===== src/rtl/odo_pkg.sv =====
// Shared widths, result-entry layout and the target-hit compare used by the result sink.
package odo_pkg;

    localparam int STATE_W = 640;
    localparam int WORD_W  = 32;
    localparam int NONCE_W = 32;
    localparam int DROP_W  = 16;

    typedef logic [NONCE_W-1:0] nonce_t;
    typedef logic [DROP_W-1:0]  drop_t;

    typedef struct packed {
        logic [STATE_W-1:0] data;
        nonce_t             nonce;
        logic               hit;
    } result_t;

    // The top word of the cipher state is the figure of merit; lower is better.
    function automatic logic is_hit(input logic [STATE_W-1:0] state,
                                    input logic [WORD_W-1:0]  target);
        return state[STATE_W-1 -: WORD_W] <= target;
    endfunction

endpackage


===== src/rtl/odo_result_sink_if.sv =====
// Result path bundle: encryptor strobe and target in, FIFO head and host handshake out.
interface odo_result_sink_if;
    import odo_pkg::*;

    logic [STATE_W-1:0] in;
    logic               write;
    logic [WORD_W-1:0]  target;
    logic [STATE_W-1:0] out;
    nonce_t             out_nonce;
    logic               out_hit;
    logic               out_valid;
    logic               out_ready;

    modport master (
        output in, write, target, out_ready,
        input  out, out_nonce, out_hit, out_valid
    );

    modport slave (
        input  in, write, target, out_ready,
        output out, out_nonce, out_hit, out_valid
    );

endinterface


===== src/rtl/odo_result_fifo.sv =====
// First-word-fall-through result FIFO; the head entry is visible whenever empty=0.
module odo_result_fifo
    import odo_pkg::*;
#(
    parameter int DEPTH = 4
) (
    input  logic    clk,
    input  logic    reset,
    input  logic    flush,
    input  logic    push,
    input  result_t push_data,
    input  logic    pop,
    output result_t head,
    output logic    full,
    output logic    empty
);

    localparam int AW = $clog2(DEPTH);
    typedef logic [AW:0] ptr_t;

    ptr_t    wr_ptr_q, wr_ptr_d;
    ptr_t    rd_ptr_q, rd_ptr_d;
    result_t mem_q [DEPTH];
    result_t mem_d [DEPTH];
    logic    push_ok;
    logic    pop_ok;

    // Extra pointer bit separates full from empty when the indices coincide.
    assign empty   = (wr_ptr_q == rd_ptr_q);
    assign full    = (wr_ptr_q[AW] != rd_ptr_q[AW]) &&
                     (wr_ptr_q[AW-1:0] == rd_ptr_q[AW-1:0]);
    assign pop_ok  = pop && !empty && !flush;
    assign push_ok = push && (!full || pop_ok) && !flush;
    assign head    = mem_q[rd_ptr_q[AW-1:0]];

    always_comb begin
        wr_ptr_d = wr_ptr_q;
        rd_ptr_d = rd_ptr_q;
        mem_d    = mem_q;
        if (flush) begin
            wr_ptr_d = '0;
            rd_ptr_d = '0;
        end else begin
            if (push_ok) begin
                mem_d[wr_ptr_q[AW-1:0]] = push_data;
                wr_ptr_d                = wr_ptr_q + ptr_t'(1);
            end
            if (pop_ok) begin
                rd_ptr_d = rd_ptr_q + ptr_t'(1);
            end
        end
    end

    always_ff @(posedge clk) begin
        if (reset) begin
            wr_ptr_q <= '0;
            rd_ptr_q <= '0;
        end else begin
            wr_ptr_q <= wr_ptr_d;
            rd_ptr_q <= rd_ptr_d;
        end
    end

    // NOTE: storage has no reset; the pointers alone decide which entries are live.
    always_ff @(posedge clk) begin
        mem_q <= mem_d;
    end

endmodule


===== src/rtl/odo_result_sink.sv =====
// Tags encryptor results with a nonce, filters target hits and queues them for the host,
// counting results lost to a full queue.
module odo_result_sink
    import odo_pkg::*;
#(
    parameter int DEPTH     = 4,
    parameter bit HITS_ONLY = 1'b1
) (
    input  logic                 clk,
    input  logic                 reset,
    odo_result_sink_if.slave     sink,
    input  logic                 clear,
    output logic                 overflow,
    output logic [DROP_W-1:0]    drop_count
);

    nonce_t  nonce_q, nonce_d;
    logic    s1_valid_q, s1_valid_d;
    result_t s1_entry_q, s1_entry_d;
    logic    overflow_q, overflow_d;
    drop_t   drop_count_q, drop_count_d;

    result_t head;
    logic    fifo_full;
    logic    fifo_empty;
    logic    push_req;
    logic    pop;
    logic    drop;

    assign pop      = sink.out_ready && !fifo_empty;
    assign push_req = s1_valid_q && (s1_entry_q.hit || !HITS_ONLY);
    // A push into a full queue survives only when the host frees a slot this cycle.
    assign drop     = push_req && fifo_full && !pop;

    // NOTE: every signal gets its default first, so no path leaves a latch behind.
    always_comb begin
        nonce_d      = nonce_q;
        s1_valid_d   = sink.write;
        s1_entry_d   = s1_entry_q;
        overflow_d   = overflow_q;
        drop_count_d = drop_count_q;

        if (sink.write) begin
            s1_entry_d.data  = sink.in;
            s1_entry_d.nonce = nonce_q;
            s1_entry_d.hit   = is_hit(sink.in, sink.target);
            nonce_d          = nonce_q + nonce_t'(1);
        end

        if (drop) begin
            overflow_d = 1'b1;
            if (drop_count_q != '1) begin
                drop_count_d = drop_count_q + drop_t'(1);
            end
        end

        if (clear) begin
            nonce_d      = '0;
            s1_valid_d   = 1'b0;
            overflow_d   = 1'b0;
            drop_count_d = '0;
        end
    end

    always_ff @(posedge clk) begin
        if (reset) begin
            nonce_q      <= '0;
            s1_valid_q   <= 1'b0;
            overflow_q   <= 1'b0;
            drop_count_q <= '0;
        end else begin
            nonce_q      <= nonce_d;
            s1_valid_q   <= s1_valid_d;
            overflow_q   <= overflow_d;
            drop_count_q <= drop_count_d;
        end
    end

    always_ff @(posedge clk) begin
        s1_entry_q <= s1_entry_d;
    end

    odo_result_fifo #(
        .DEPTH (DEPTH)
    ) u_fifo (
        .clk       (clk),
        .reset     (reset),
        .flush     (clear),
        .push      (push_req),
        .push_data (s1_entry_q),
        .pop       (pop),
        .head      (head),
        .full      (fifo_full),
        .empty     (fifo_empty)
    );

    // Tag fields read zero while empty so stale storage never leaks out.
    assign sink.out       = head.data;
    assign sink.out_nonce = fifo_empty ? '0 : head.nonce;
    assign sink.out_hit   = !fifo_empty && head.hit;
    assign sink.out_valid = !fifo_empty;
    assign overflow       = overflow_q;
    assign drop_count     = drop_count_q;

endmodule


===== src/flat_wrapper.sv =====
// flat-port wrapper written by rule: the top's interface ports become plain ports
module odo_result_sink_flat import odo_pkg::*;
#(
    parameter int DEPTH     = 4,
    parameter bit HITS_ONLY = 1'b1
)
  (clk, reset, clear, overflow, drop_count, sink_in, sink_write, sink_target, sink_out_ready, sink_out, sink_out_nonce, sink_out_hit, sink_out_valid);
  odo_result_sink_if sink_i ();
  input  logic clk;
  input  logic reset;
  input  logic clear;
  output logic overflow;
  output logic [DROP_W-1:0] drop_count;
  input wire logic [$bits(sink_i.in)-1:0] sink_in;
  input wire logic [$bits(sink_i.write)-1:0] sink_write;
  input wire logic [$bits(sink_i.target)-1:0] sink_target;
  input wire logic [$bits(sink_i.out_ready)-1:0] sink_out_ready;
  output wire logic [$bits(sink_i.out)-1:0] sink_out;
  output wire logic [$bits(sink_i.out_nonce)-1:0] sink_out_nonce;
  output wire logic [$bits(sink_i.out_hit)-1:0] sink_out_hit;
  output wire logic [$bits(sink_i.out_valid)-1:0] sink_out_valid;
  assign sink_i.in = sink_in;
  assign sink_i.write = sink_write;
  assign sink_i.target = sink_target;
  assign sink_i.out_ready = sink_out_ready;
  assign sink_out = sink_i.out;
  assign sink_out_nonce = sink_i.out_nonce;
  assign sink_out_hit = sink_i.out_hit;
  assign sink_out_valid = sink_i.out_valid;
  odo_result_sink #(.DEPTH(DEPTH), .HITS_ONLY(HITS_ONLY)) u_core (.clk(clk), .reset(reset), .sink(sink_i), .clear(clear), .overflow(overflow), .drop_count(drop_count));
endmodule

===== config.mk =====
export PLATFORM = sky130hd
export DESIGN_NAME = odo_result_sink_flat
export DESIGN_NICKNAME = d
export VERILOG_FILES = /design/src/rtl/odo_pkg.sv /design/src/rtl/odo_result_sink_if.sv /design/src/rtl/odo_result_fifo.sv /design/src/rtl/odo_result_sink.sv /design/src/flat_wrapper.sv
export SDC_FILE = /design/constraint.sdc
export NUM_CORES = 2
export LEC_CHECK = 0
export CORE_AREA = 10 10 531 533
export CTS_BUF_LIST = sky130_fd_sc_hd__clkbuf_16
export CTS_CLUSTER_SIZE = 14
export DETAILED_ROUTE_END_ITERATION = 7
export DIE_AREA = 0 0 541 543
export PLACE_DENSITY = 0.66
export SYNTH_ARGS = -nofsm -noshare
export SYNTH_HDL_FRONTEND = slang
export SYNTH_SLANG_ARGS = --single-unit

===== constraint.sdc =====
create_clock -name clk -period 49.8 [get_ports clk]
set_input_delay 9.96 -clock clk [delete_from_list [all_inputs] [get_ports clk]]
set_output_delay 9.96 -clock clk [all_outputs]
set_load 0.05 [all_outputs]

# [Word-level counts from Yosys, hierarchy flattened]
# Cells that the tools add are included.
[word_totals] ff_bits=3421
[op_classes] addsub=4 order_cmp=4 n_eq_ne=4 muxes=7 bitwise=3 reduce_logical=19
[op_table] cell="$bwmux W2692" n=1
[op_table] cell="$mux W673" n=3
[op_table] cell="$bmux W673 S2" n=1
[op_table] cell="$demux W673 S2" n=1
[op_table] cell="$add A32 B1 Y32 const B" n=1
[op_table] cell="$le A32 B32 Y1" n=1
[op_table] cell="$mux W32" n=1
[op_table] cell="$add A16 B1 Y16 const B" n=1
[op_table] cell="$ne A16 B16 Y1 const B" n=1
[op_table] cell="$logic_and A1 B1 Y1" n=11
[op_table] cell="$add A3 B1 Y3 const B" n=2
[op_table] cell="$ge A3 B3 Y1 const B" n=2
[op_table] cell="$not A2 Y3" n=2
[op_table] cell="$logic_not A1 Y1" n=4
[op_table] cell="$reduce_and A2 Y1" n=2
[op_table] cell="$eq A3 B3 Y1" n=1
[op_table] cell="$lt A3 B1 Y1 const B" n=1
[op_table] cell="$eq A2 B2 Y1" n=1
[op_table] cell="$reduce_or A2 Y1" n=1
[op_table] cell="$logic_or A1 B1 Y1" n=1
[op_table] cell="$ne A1 B1 Y1" n=1
[op_table] cell="$not A1 Y1" n=1

# [Logic depth before layout (Yosys ltp)]
[depth] word_depth=9 depth_mapped=7

# [By module]
# From an unflattened synthesis, not the netlist that was laid out.
[unflattened] hier_cells=4654 hier_area_um2=121205.0
[by_module_without_submodules] mod="odo_result_fifo" instances=1 cells_each=3567 area_per_inst_um2=97656.2 seq_area_each_um2=80957.6
[by_module_without_submodules] mod="odo_result_sink" instances=1 cells_each=1087 area_per_inst_um2=23548.8 seq_area_each_um2=21210.3

# [Worst setup path before layout]
# No wires, ideal clock.
[synth_path] path_kind="input -> register" from="in clear" to="reg u_core.u_fifo.mem_q[0] in the netlist's numbering (enable)" setup_ns=1.134 arrival_time_ns=25.855 required_time_ns=48.666 path_slack_ns=22.811 stages=3 n_path_buf=0 path_cell_list="nand2b_1 > a41oi_2 > and3b_1"
[synth_between] elab_chain_cells=6
[synth_rtl] element="start, declared" line="flat_wrapper.sv:11" source="input logic clear;"
[synth_rtl] element="$logic_not A1 Y1" line="odo_result_fifo.sv:32, odo_result_fifo.sv:33"
[synth_rtl] element="$logic_and A1 B1 Y1" line="odo_result_fifo.sv:32" source="assign pop_ok = pop && !empty && !flush;"
[synth_rtl] element="$logic_or A1 B1 Y1" line="odo_result_fifo.sv:33" source="assign push_ok = push && (!full || pop_ok) && !flush;"
[synth_rtl] element="$logic_and A1 B1 Y1 (2 in series)" line="odo_result_fifo.sv:33"
[synth_rtl] element="$reduce_and A2 Y1 (no source line) (*)"
[synth_rtl] element="end signal, assigned" line="odo_result_fifo.sv:66" source="mem_q <= mem_d;"
[synth_rtl] element="end, declared" line="odo_result_fifo.sv:23" source="result_t mem_q [DEPTH];"
# Every way passes the cells marked *; elsewhere a longest branch is shown, timed or not.
# A chain may end at the register's enable or synchronous reset.

# [Worst setup path after layout]
[layout_path] from="reg u_core.u_fifo.rd_ptr_q[0]" to="out sink_out[535]"
[layout_between] elab_chain_cells=4
[layout_rtl] element="start, declared" line="odo_result_fifo.sv:22" source="ptr_t rd_ptr_q, rd_ptr_d;"
[layout_rtl] element="start signal, assigned" line="odo_result_fifo.sv:60" source="rd_ptr_q <= rd_ptr_d;"
[layout_rtl] element="$not A2 Y3 (implied by the code)" line="odo_result_fifo.sv:34" source="assign head = mem_q[rd_ptr_q[AW-1:0]];"
[layout_rtl] element="$bmux W673 S2" line="odo_result_fifo.sv:34"
[layout_rtl] element="$mux W673 (implied by the code) (2 in series)" line="odo_result_fifo.sv:34"
[layout_rtl] element="end, declared" line="flat_wrapper.sv:18" source="output wire logic [$bits(sink_i.out)-1:0] sink_out;"
# Every way passes these cells. The select of a mux whose other input is x is not followed.

==> metrics.csv <==
stage;metric;value;unit
route;post_drt_wl_per_cell;30.3;microns
synth;synth_top_family_by_area;multiplexers;
setup_path;worstPathMaxFanout;96;
cells_and_area;syn2layout_area_growth;24.3;%
route;drc_errors;0;
outcome;outcome;finished, final reports clean;
sta;final.period_utilization;0.349;
floorplanning;core.rowCount;191;
floorplanning;die_w;541;microns
placed_design;post-dp-hpwl;204000;microns
synth;synthesis.instances;4641;
synth;synth.area.mux_share;0.126;
setup_path;criticalPathCategory;reg2out;
synth;synth-edff-count;3365;
cells_and_area;drive_gt1_frac;0.193;
synth;synth_fp_nets;5357;
floorplanning;io_pins;1368;
setup_path;crit_path_max_incr_delay;0.84;ns
clock_tree;cts_root_buffer;clkbuf_16;
route;drt_wl_total;308000;microns
synth;synth-simple-area-share;0.00902;
floorplanning;initial_core_util;0.446;
setup_path;cpLargestDelayFamily;buffers and inverters;
route;drtIter0Drc;5033;
clock_tree;h-tree-depth;5;
run;cap_viol_max_count;0;
grt;grt_start_max_net_pins;147;
min_path;holdCritPathClass;reg2reg;
synth;synth_cell_types;53;
floorplanning;dieHeight;543;microns
sta;clock_skew;0.0514;ns
pwr;p_seq_frac;0.550;
clock_tree;clkSlewWorstSetupHoldPaths;0.06;ns
clock_tree;cts.sink_count;3421;
setup_path;path_cells;buf_4 -> buf_12 -> buf_4 -> buf_4 -> buf_4 -> mux4_2 -> clkdlybuf4s50_1;
clock_tree;worstSkewPairLatency;0.92;ns
placed_design;placed_cell_area;0.139;sq mm
synth;syn_avg_cell_area;26.0;sq um
setup_path;arrival;7.42;ns
sta;final.setup.tns;0;ns
sta;rsz0062_at_grt;false;
cells_and_area;num-nets-final;6988;
pwr;clockPowerShare;0.423;
setup_path;cpMaxStageDelayCell;dfxtp_4;
sta;fin_ws;32.42;ns
setup_path;cp_common_cell;buf_4;
synth;netlist_area;0.121;sq mm
clock_tree;cts_hold_buf;0;
sta;max-slew-margin-rel;0.207;
pwr;combPwrFrac;0.027;
grt;antenna_found_initial;118;
pwr;p_sw;1.20;mW
synth;synth-compound-area-share;0.00397;
setup_path;crit_buf_inv;6;
placed_design;pre_cts_ws;33.04;ns
clock_tree;cts_made_buffers;345;
route;ant_nets;0;
sta;finalMaxSlewViolations;0;
setup_path;cp.required;39.84;ns
grt;grt_pass1_wl;431000;microns
sta;setup_viol;0;
grt;grt_overflow;0;
pwr;p_leak;47.1;nW
synth;ys_ff_latch;3421;
sta;tightestPinTransition;1.19;ns
floorplanning;die-area;0.294;sq mm
sta;timing_hold_violations_final;0;
clock_tree;post_cts_resize_count;0;
setup_path;start_kind;flip-flop;
placed_design;gp_congestion;0.860;
grt;grt_pass1_vias;56800;
floorplanning;fp.coreArea;0.271;sq mm
clock_tree;cts_tree;yes;
placed_design;port_buffers;1367;
synth;synth_ff_type;edfxtp_1;
route;first_pass_iters;6;
synth;ys_warn_count;0;
sta;period_needed;17.38;ns
setup_path;end_kind;output pin;
pwr;internal-power;4.77;mW
pwr;swShare;0.201;
pwr;peakVddDrop;0.0430;mV
synth;yosys.area_share.adder;0.00404;
route;vias;55200;
route;viasPerCell;5.42;
synth;synth-seq-area-share;0.846;
pwr;power_density;39.8;mW/mm^2
synth;synth_async_sr_flop_share;0;
cells_and_area;stdcell_area;0.150;sq mm
setup_path;ff2ff_setup_slack;43.02;ns
grt;grt_usage;0.203;
sta;max_freq;57.5;MHz
clock_tree;postCtsSetupBuffers;0;
clock_tree;cts.path.max_buffers;4;
synth;synth_xor_area_frac;0.00328;
synth_stat cells, drive strengths merged (7+ instances only):
master,number,area share
edfxtp,3365,0.84
mux4,673,0.13
buf,114,0.0045
dfxtp,56,0.0093
clkbuf,51,0.0016
nor2,48,0.0016
inv,45,0.0014
and2,39,0.0020
ha,39,0.0040
xnor2,29,0.0024
a21oi,25,0.0011
nand2,23,0.00072
nand3,23,0.00095
nand4,16,0.0011
nor3,12,0.00059
xor2,11,0.00086
o21ai,9,0.00037
and4,7,0.00051
layer usage:
layer	global-route usage	wire [microns]	vias to the layer above
li1	-	-	23100
met1	0.249	114000	29200
met2	0.326	151000	2225
met3	0.0805	32300	542
met4	0.0783	10600	60
met5	0	364	-
placed cells by master (no fill, tap or decap), types with 27 or more instances in the layout:
cell type	count
edfxtp_1	3365
clkdlybuf4s50_1	1366
mux4_2	673
clkbuf_16	350
inv_1	107
clkinv_1	83
buf_4	75
diode_2	61
clkinv_2	60
dfxtp_1	54
nor2_1	47
ha_1	39
and2_1	36
bufinv_16	35
xnor2_1	27
logic make-up after synthesis:
group	count (synthesis)
fa+ha+maj	39
simple gates	194
xor+xnor	40
buf+inv	210
mux	677
compound gates	60
flops	3421
stage by stage:
step | cells | power [mW] | utilization | hold WS, ns
2_1_floorplan | 4641 | 3.38 | - | 0.429
3_3_place_gp | 9495 | 3.50 | 0.513 | 0.433
3_5_place_dp | 9495 | 3.51 | 0.513 | 0.441
4_1_cts | 10100 | 6.03 | 0.554 | 0.449
5_1_grt | 10200 | 6.15 | 0.555 | 0.468
6_report | 10200 | 5.97 | 0.555 | 0.449
worst paths after layout:
path	from	to	cells after the start
worst min register to register	u_core.overflow$_SDFFE_PP0P_	u_core.overflow$_SDFFE_PP0P_	2
worst min-delay path	u_core.overflow$_SDFFE_PP0P_	u_core.overflow$_SDFFE_PP0P_	2
worst max register to register	u_core.u_fifo.rd_ptr_q[1]$_SDFFE_PP0P_	u_core.u_fifo.mem_q[2394]$_DFFE_PP_	9
worst max-delay path	u_core.u_fifo.rd_ptr_q[0]$_SDFFE_PP0P_	sink_out[535]	7
power groups by stage:
stage	Clock [mW]	Sequential, mW	Combinational (mW)
3_5_place_dp	0	3.35	0.162
2_1_floorplan	0	3.33	0.0526
4_1_cts	2.58	3.29	0.163
3_3_place_gp	0	3.34	0.162
5_1_grt	2.69	3.29	0.167
6_report	2.53	3.29	0.161
worst reg2reg max path: stages, from the launching register on:
cell	delay [ns]
dfxtp_4	0.97
xnor2_4	0.17
a41oi_2	0.35
nor2b_1	0.27
and2_4	0.73
buf_4	0.75
buf_4	0.78
buf_4	0.75
buf_4	0.74
buf_4	0.85
sequential cells by signal, indices dropped and copies added, names as in the netlist:
name,cells
u_core.nonce_q,32
u_core.overflow,1
u_core.u_fifo.wr_ptr_q,3
u_core.drop_count,16
u_core.s1_entry_q,673
u_core.u_fifo.rd_ptr_q,3
u_core.s1_valid_q,1
u_core.u_fifo.mem_q,2692
layout make-up:
class	count	area, sq um
Fill cell	19700	120000
Clock buffer	350	8760
Antenna cell	61	153
Multi-Input combinational cell	1010	17700
Sequential cell	3421	102000
Inverter	45	169
Clock inverter	274	2340
Timing Repair Buffer	1449	14400
Tap cell	3570	4470
(Power assumes the default switching activity.)
